File: src/rtl/game_pkg.sv
// Shared state encoding, hit-cause codes and default frame timings for the
// player damage/heal sequencer.
package game_pkg;

  typedef enum logic [2:0] {
    ALIVE,
    HIT,
    CHECK,
    INVULN,
    DYING,
    GAME_OVER
  } state_t;

  localparam logic [1:0] HIT_NONE  = 2'b00;
  localparam logic [1:0] HIT_BOMB  = 2'b01;
  localparam logic [1:0] HIT_ENEMY = 2'b10;

  localparam int DEF_INVULN_FRAMES  = 120;
  localparam int DEF_FLICKER_FRAMES = 4;
  localparam int DEF_DEATH_FRAMES   = 90;
  localparam int DEF_FRAME_CNT_W    = 8;

  // Bomb takes priority when both collision sources fire together.
  function automatic logic [1:0] hit_cause(input logic bomb, input logic enemy);
    if (bomb) return HIT_BOMB;
    if (enemy) return HIT_ENEMY;
    return HIT_NONE;
  endfunction

endpackage

File: src/rtl/frame_timer.sv
// Saturating frame counter advanced by startOfFrame, with a programmable
// terminal count and a periodic flicker tick.
module frame_timer
  import game_pkg::*;
#(
  parameter int CNT_W   = DEF_FRAME_CNT_W,
  parameter int FLICKER = DEF_FLICKER_FRAMES
) (
  input  logic             clk,
  input  logic             resetN,
  input  logic             en,
  input  logic             clear,
  input  logic [CNT_W-1:0] last,
  output logic             tc,
  output logic             flick
);

  localparam logic [CNT_W-1:0] FLICK_LEN = CNT_W'(FLICKER);

  logic [CNT_W-1:0] cnt;
  logic [CNT_W-1:0] cnt_nxt;

  assign cnt_nxt = (cnt == '1) ? cnt : cnt + CNT_W'(1);
  // tc fires on the frame pulse that ends the last counted frame
  assign tc      = en && (cnt == last);
  assign flick   = en && ((cnt_nxt % FLICK_LEN) == '0);

  always_ff @(posedge clk or negedge resetN) begin
    if (!resetN) begin
      cnt <= '0;
    end else if (clear) begin
      cnt <= '0;
    end else if (en) begin
      cnt <= cnt_nxt;
    end
  end

endmodule

File: src/rtl/player_damage_ctrl.sv
// Turns raw collision and heart-pickup events into non-overlapping lives
// strobes, and runs the invulnerability flicker and death sequence.
module player_damage_ctrl
  import game_pkg::*;
#(
  parameter int INVULN_FRAMES  = DEF_INVULN_FRAMES,
  parameter int FLICKER_FRAMES = DEF_FLICKER_FRAMES,
  parameter int DEATH_FRAMES   = DEF_DEATH_FRAMES,
  parameter int FRAME_CNT_W    = DEF_FRAME_CNT_W
) (
  input  logic       clk,
  input  logic       resetN,
  input  logic       startOfFrame,
  input  logic       bomb_hit,
  input  logic       enemy_hit,
  input  logic       heart_pickup,
  input  logic       player_died,
  output logic       lives_hitN,
  output logic       lives_incN,
  output logic       player_visible,
  output logic       invulnerable,
  output logic       player_freeze,
  output logic       game_over,
  output logic [1:0] hit_src
);

  localparam logic [FRAME_CNT_W-1:0] INVULN_LAST = FRAME_CNT_W'(INVULN_FRAMES - 1);
  localparam logic [FRAME_CNT_W-1:0] DEATH_LAST  = FRAME_CNT_W'(DEATH_FRAMES - 1);

  state_t                 state;
  logic                   pend_inc;
  logic                   timer_en;
  logic                   timer_clear;
  logic                   timer_tc;
  logic                   timer_flick;
  logic [FRAME_CNT_W-1:0] timer_last;
  logic                   collision;
  logic                   inc_ok;

  assign timer_en    = startOfFrame && ((state == INVULN) || (state == DYING));
  assign timer_clear = (state == CHECK);
  assign timer_last  = (state == DYING) ? DEATH_LAST : INVULN_LAST;
  assign collision   = bomb_hit || enemy_hit;
  // An increment may not share a cycle with a hit strobe launched on this edge.
  assign inc_ok      = pend_inc && ((state == INVULN) || ((state == ALIVE) && !collision));

  frame_timer #(
    .CNT_W   (FRAME_CNT_W),
    .FLICKER (FLICKER_FRAMES)
  ) u_timer (
    .clk    (clk),
    .resetN (resetN),
    .en     (timer_en),
    .clear  (timer_clear),
    .last   (timer_last),
    .tc     (timer_tc),
    .flick  (timer_flick)
  );

  always_ff @(posedge clk or negedge resetN) begin
    if (!resetN) begin
      state          <= ALIVE;
      lives_hitN     <= 1'b1;
      lives_incN     <= 1'b1;
      player_visible <= 1'b1;
      invulnerable   <= 1'b0;
      player_freeze  <= 1'b0;
      game_over      <= 1'b0;
      hit_src        <= HIT_NONE;
      pend_inc       <= 1'b0;
    end else begin
      lives_hitN <= 1'b1;
      lives_incN <= 1'b1;

      case (state)
        ALIVE: begin
          if (collision) begin
            state      <= HIT;
            lives_hitN <= 1'b0;
            hit_src    <= hit_cause(bomb_hit, enemy_hit);
          end
        end
        HIT: begin
          state <= CHECK;
        end
        CHECK: begin
          if (player_died) begin
            state          <= DYING;
            player_freeze  <= 1'b1;
            player_visible <= 1'b0;
          end else begin
            state        <= INVULN;
            invulnerable <= 1'b1;
          end
        end
        INVULN: begin
          if (timer_tc) begin
            state          <= ALIVE;
            invulnerable   <= 1'b0;
            player_visible <= 1'b1;
          end else if (timer_flick) begin
            player_visible <= !player_visible;
          end
        end
        DYING: begin
          if (timer_tc) begin
            state     <= GAME_OVER;
            game_over <= 1'b1;
          end
        end
        GAME_OVER: begin
          state <= GAME_OVER;
        end
        default: begin
          state <= ALIVE;
        end
      endcase

      // Pickups are single-slot: a repeat while one is pending is merged.
      if ((state == DYING) || (state == GAME_OVER)) begin
        pend_inc <= 1'b0;
      end else if (inc_ok) begin
        lives_incN <= 1'b0;
        pend_inc   <= 1'b0;
      end else if (heart_pickup) begin
        pend_inc <= 1'b1;
      end
    end
  end

endmodule

File: config.mk
export PLATFORM = sky130hd
export DESIGN_NAME = player_damage_ctrl
export DESIGN_NICKNAME = d
export VERILOG_FILES = /design/src/rtl/game_pkg.sv /design/src/rtl/frame_timer.sv /design/src/rtl/player_damage_ctrl.sv
export SDC_FILE = /design/constraint.sdc
export NUM_CORES = 1
export LEC_CHECK = 0
export BUFFER_PORTS_ARGS = -buffer_cell sky130_fd_sc_hd__buf_2
export CAP_MARGIN = 20
export CORE_AREA = 2 2 50 52
export CTS_CLUSTER_DIAMETER = 200
export DETAILED_ROUTE_END_ITERATION = 10
export DIE_AREA = 0 0 52 54
export GPL_ROUTABILITY_DRIVEN = 0
export PLACE_DENSITY = 0.78
export SLEW_MARGIN = 5
export SYNTH_ARGS = -nofsm -noshare
export SYNTH_HDL_FRONTEND = slang
export SYNTH_HIERARCHICAL = 1
export SYNTH_SLANG_ARGS = --single-unit
File: constraint.sdc
create_clock -name clk -period 2.85 [get_ports clk]
set_clock_uncertainty 0.2 [all_clocks]
set_input_delay 0.285 -clock clk [delete_from_list [all_inputs] [get_ports clk]]
set_output_delay 0.285 -clock clk [all_outputs]
set_load 0.02 [all_outputs]
==> results.toml, run 1 <==
[worst_setup_path]
crit_path_frequent_cell = "nor3_1"
crit_arrival_ns = 2.52
critPathKind = "reg2reg"
worst_setup_path_start_kind = "flop"
path_cells = "nand2b_1 -> nor2_1 -> o21a_1 -> nand2_1 -> nor3_1 -> inv_1 -> and4_1 -> nor3_1"
r2r_start = "state[1]"
end_kind = "flop"
worstSetupStartpoint = "state[1]"
critical_path.slowest_cell = "dfrtp_1"
worstPathRequired_ns = 2.87
critPathBufInv = 1
slowest_delay_ns = 0.50
worstPathMaxFanout = 10
crit_family = "simple AND/OR/NAND/NOR gates"

[yosys]
ys_ff_latch = 20
syn_inst = 122
syn_area_mm2 = 0.00119
async_flop_share_pct = 100
synth.distinct_cells = 43
ys.flop_type = "dfrtp_1"
synth_edf_count = 0
ys_warn_count = 6
seq_area_frac_synth_pct = 42.2
syn_area_per_cell_um2 = 9.78

[timing]
setup_slack_ns = 0.354
max_freq_ghz = 0.401
final_min_period_over_clock_period_pct = 87.6
rsz0062_at_grt = "false"
finalSetupTns_ns = 0
slew_viol_final = 0
min_period_ns = 2.50
setup_viol = 0
hold_violations = 0
hold-worst-slack_ns = 0.0630

[cells_and_area]
final_common_cell = "dfrtp_1"
fill_cells = 216
most-common-layout-cells = "dfrtp_1 (17), buf_2 (14), nor2_1 (8), a21oi_1 (8), xnor2_1 (8)"
syn2layout_area_growth_pct = 11.4
final_cells = 170
final_net_count = 149
drive_gt1_share_pct = 20.0
antenna_cells = 0
fin_util_pct = 57.3

[cts]
clk_path_buf_depth = 2
clock_latency_ns = 0.30
path_clk_slew_ns = 0.10
cts_setup_buffers = 0
cts_tree = "yes"
cts_root_buf = "clkbuf_4"
ctsHoldBuffers = 4
htree_levels = 1
clock_sinks = 20
cts_buffers = 3
cts-resized-gates = 0

[global_route]
grt_usage_pct = 19.7
grt_pass1_wl_um = 3950
antenna_found_initial = 0
grt_pass1_vias = 867
overflow = 0
grt_start_max_net_pins = 21

[floorplan]
std_cell_rows = 18
ios = 15
die_area_mm2 = 0.00281
die_x_um = 52
initial_core_util_pct = 51.5
core_mm2 = 0.00232
die_h_um = 54

[routing]
routed_wl_um = 2290
post-route-drc-count = 0
drt_pre_antenna_iters = 5
vias = 967
wire_per_inst_um = 13.5
drt_iter0_drc = 29
ant_nets = 0
vias_per_cell = 5.69

[placement]
dp_hpwl_um = 1670
port-buffer-count = 14
placed_cells = 162
pre_cts_slack_ns = 0.453

[power_and_ir_drop]
worst_ir_drop_vdd_mv = 0.420
p_leak_nw = 0.584
pwr_density_cell_mw_per_mm2 = 708

[status]
status = "finished, final reports clean"

[job]
drv_cap = 0

[hold_path]
hold_start = "heart_pickup"
hold_path_class = "in2reg"
[synthesized netlist by cell type (all sizes together), types with 4 or more instances]
library cell	n	area share [%]
xnor2	8	5.9
a211oi	4	2.5
buf	8	5.0
nand4	4	2.1
nor3	7	3.8
nand2	5	1.6
dfrtp	17	36
a21oi	8	3.4
nand2b	6	3.1
inv	4	1.3
nor2	8	2.5
o21ai	6	2.5
[kinds of logic after synthesis]
family | share of synthesized area (%)
AO/OA/AOI/OAI | 18.4
XOR/XNOR | 5.87
adder cells (fa/ha/maj) | 1.05
buffers and inverters | 6.29
flip-flops | 42.2
multiplexers | 2.93
other | 0.629
AND/OR/NAND/NOR | 22.5
[report_power, final]
group          total [W]  internal (W)  switching (W)  leakage (nW)
clock network   0.000139     0.0000546      0.0000848        0.0150
logic           0.000343      0.000175       0.000168         0.329
registers       0.000459      0.000344       0.000114         0.240
[routing by layer]
layer / part of all wire, % / up-vias / track usage (%) / wire length [µm]
met5: 0 / - / 0 / 0
met4: 2.3 / 0 / 11.8 / 52
li1: - / 476 / - / -
met2: 49 / 23 / 32.1 / 1120
met3: 3.3 / 8 / 3.89 / 75
met1: 46 / 460 / 24.0 / 1040
[final cells by class]
type	instances	area, µm²	share of cell area [%]
clock buffers	4	26.3	1.98
inverters	4	15.0	1.13
multi-input cells	92	622	46.8
flip-flops and latches	20	504	37.9
well taps	30	37.5	2.82
repair buffers	20	125	9.41
[per-stage QoR]
stage          instance area [µm²]  power [W]
2_1_floorplan                 1200   0.000763
3_3_place_gp                  1260   0.000794
3_5_place_dp                  1260   0.000803
4_1_cts                       1330   0.000951
5_1_grt                       1330    0.00102
6_report                      1330   0.000942
[flip-flops by register name, summed over array words and instances, names as in the netlist]
register / flops
state: 3
game_over: 1
lives_hitN: 1
player_visible: 1
lives_incN: 1
player_freeze: 1
invulnerable: 1
hit_src: 2
pend_inc: 1
u_timer/cnt: 8
[path summary, 6_finish.rpt]
path                            depth (start not counted)  slack [ns]              to
worst max-delay path                                    8        0.35  player_visible
worst min-delay path                                    2        0.06        pend_inc
worst max register to register                          8        0.35  player_visible
worst min register to register                          1        0.27       game_over
max in group asynchronous                               2        1.87      lives_hitN
min in group asynchronous                               2        0.24  u_timer/cnt[4]
[worst reg2reg max path: cells and delay by family, from the launching register on]
family | cells | cell delay (ns)
simple gates | 6 | 1.26
buf+inv | 1 | 0.11
flops | 1 | 0.50
compound gates | 1 | 0.36
(Power assumes the default switching activity.)
==> run 2: changes to the inputs <==
==> constraint.sdc (replaced) <==
create_clock -name clk -period 2.85 [get_ports clk]
set_clock_uncertainty 0.2 [all_clocks]
set_input_delay 0.4275 -clock clk [delete_from_list [all_inputs] [get_ports clk]]
set_output_delay 0.4275 -clock clk [all_outputs]
set_load 0.02 [all_outputs]
==> run 2 against run 1 <==
  * Maximum frequency fell by 0.45%
  * Setup slack got worse by 0.011 ns
  * Sequential power barely moved
  * Largest cell class unchanged
  * Largest power group unchanged
  * Die area did not move
  * Final area fell by 2.3%
  * Critical endpoint unchanged
==> results.toml, run 2 (same netlist as run 1, synthesis figures left out) <==
[cts]
cts_buffers = 3
htree_levels = 1
cts_root_buf = "clkbuf_4"
cts-resized-gates = 0
clock_latency_ns = 0.30
path_clk_slew_ns = 0.11
cts_setup_buffers = 0
ctsHoldBuffers = 1
clock_sinks = 20
cts_tree = "yes"
clk_path_buf_depth = 2

[global_route]
antenna_found_initial = 0
grt_pass1_vias = 848
grt_usage_pct = 19.4
grt_start_max_net_pins = 21
overflow = 0
grt_pass1_wl_um = 3890

[timing]
setup_viol = 0
final_min_period_over_clock_period_pct = 88.0
hold_violations = 0
max_freq_ghz = 0.399
rsz0062_at_grt = "false"
min_period_ns = 2.51
hold-worst-slack_ns = 0.132
slew_viol_final = 0
finalSetupTns_ns = 0

[worst_setup_path]
reg2regPathDepth = 8
worstPathRequired_ns = 2.88
worst_setup_path_start_kind = "flop"
worstPathMaxFanout = 10
crit_arrival_ns = 2.54
end_kind = "flop"
critPathKind = "reg2reg"
reg2reg_slack_ns = 0.34

[cells_and_area]
drive_gt1_share_pct = 20.4
top_register = "u_timer/cnt"
top_regs = "u_timer/cnt x8, state x3, hit_src x2"
largest_reg_flops = 8
final_common_cell = "dfrtp_1"
most-common-layout-cells = "dfrtp_1 (17), buf_2 (14), nor2_1 (8), a21oi_1 (8), xnor2_1 (8)"
final_net_count = 146
fin_util_pct = 56.0
antenna_cells = 0
syn2layout_area_growth_pct = 8.91

[floorplan]
die_x_um = 52
core_mm2 = 0.00232
std_cell_rows = 18
die_h_um = 54
initial_core_util_pct = 51.5
ios = 15
die_area_mm2 = 0.00281

[power_and_ir_drop]
p_leak_nw = 0.575
pwr_density_cell_mw_per_mm2 = 724
p_total_w = 0.000941
worst_ir_drop_vdd_mv = 0.425

[routing]
vias = 953
vias_per_cell = 5.71
drt_iter0_drc = 31
ant_nets = 0
wire_per_inst_um = 13.6
post-route-drc-count = 0
routed_wl_um = 2280
drt_pre_antenna_iters = 4

[placement]
port-buffer-count = 14
dp_hpwl_um = 1670

[hold_path]
whs_path_depth = 2
hold_path_class = "in2reg"

[job]
drv_cap = 0

[status]
status = "finished, final reports clean"
==> run 2: layout make-up <==
type | instances | area (µm²)
fill | 215 | 1020
multi-input combinational | 92 | 622
sequential | 20 | 504
timing repair buffer | 17 | 95.1
tap | 30 | 37.5
clock buffer | 4 | 26.3
inverter | 4 | 15.0
==> run 2: layer usage <==
| layer | GRT usage, % | up-vias | wire length (µm) |
|---|---|---|---|
| met3 | 3.89 | 6 | 72 |
| met4 | 11.8 | 0 | 51 |
| met1 | 24.6 | 460 | 1050 |
| li1 | - | 467 | - |
| met2 | 30.6 | 20 | 1110 |
| met5 | 0 | - | 0 |
==> run 2: worst max-delay path, cell delays in order, from the launching register on <==
cell      delay (ns)
dfrtp_1         0.50
nand2b_1        0.22
nor2_1          0.29
o21a_1          0.36
nand2_1         0.09
nor3_1          0.27
inv_1           0.11
and4_1          0.20
nor3_1          0.19
==> run 2: report_power, final <==
group	switching (W)	internal [W]
combinational	0.000168	0.000173
sequential	0.000114	0.000344
clock	0.0000863	0.0000546
==> run 2: worst paths after layout <==
path | endpoint | start
worst max-delay path | player_visible | state[1]
worst min-delay path | lives_hitN | enemy_hit
worst max register to register | player_visible | state[1]
worst min register to register | game_over | game_over
max in group asynchronous | lives_hitN | resetN
min in group asynchronous | pend_inc | resetN
==> run 2: metrics by stage <==
step	area, µm²	instances	worst slack [ns]
after floorplan	1200	124	0.531
after global placement	1260	162	0.630
after detailed placement	1260	162	0.453
after CTS	1300	167	0.376
after global routing	1300	167	0.202
final	1300	167	0.343
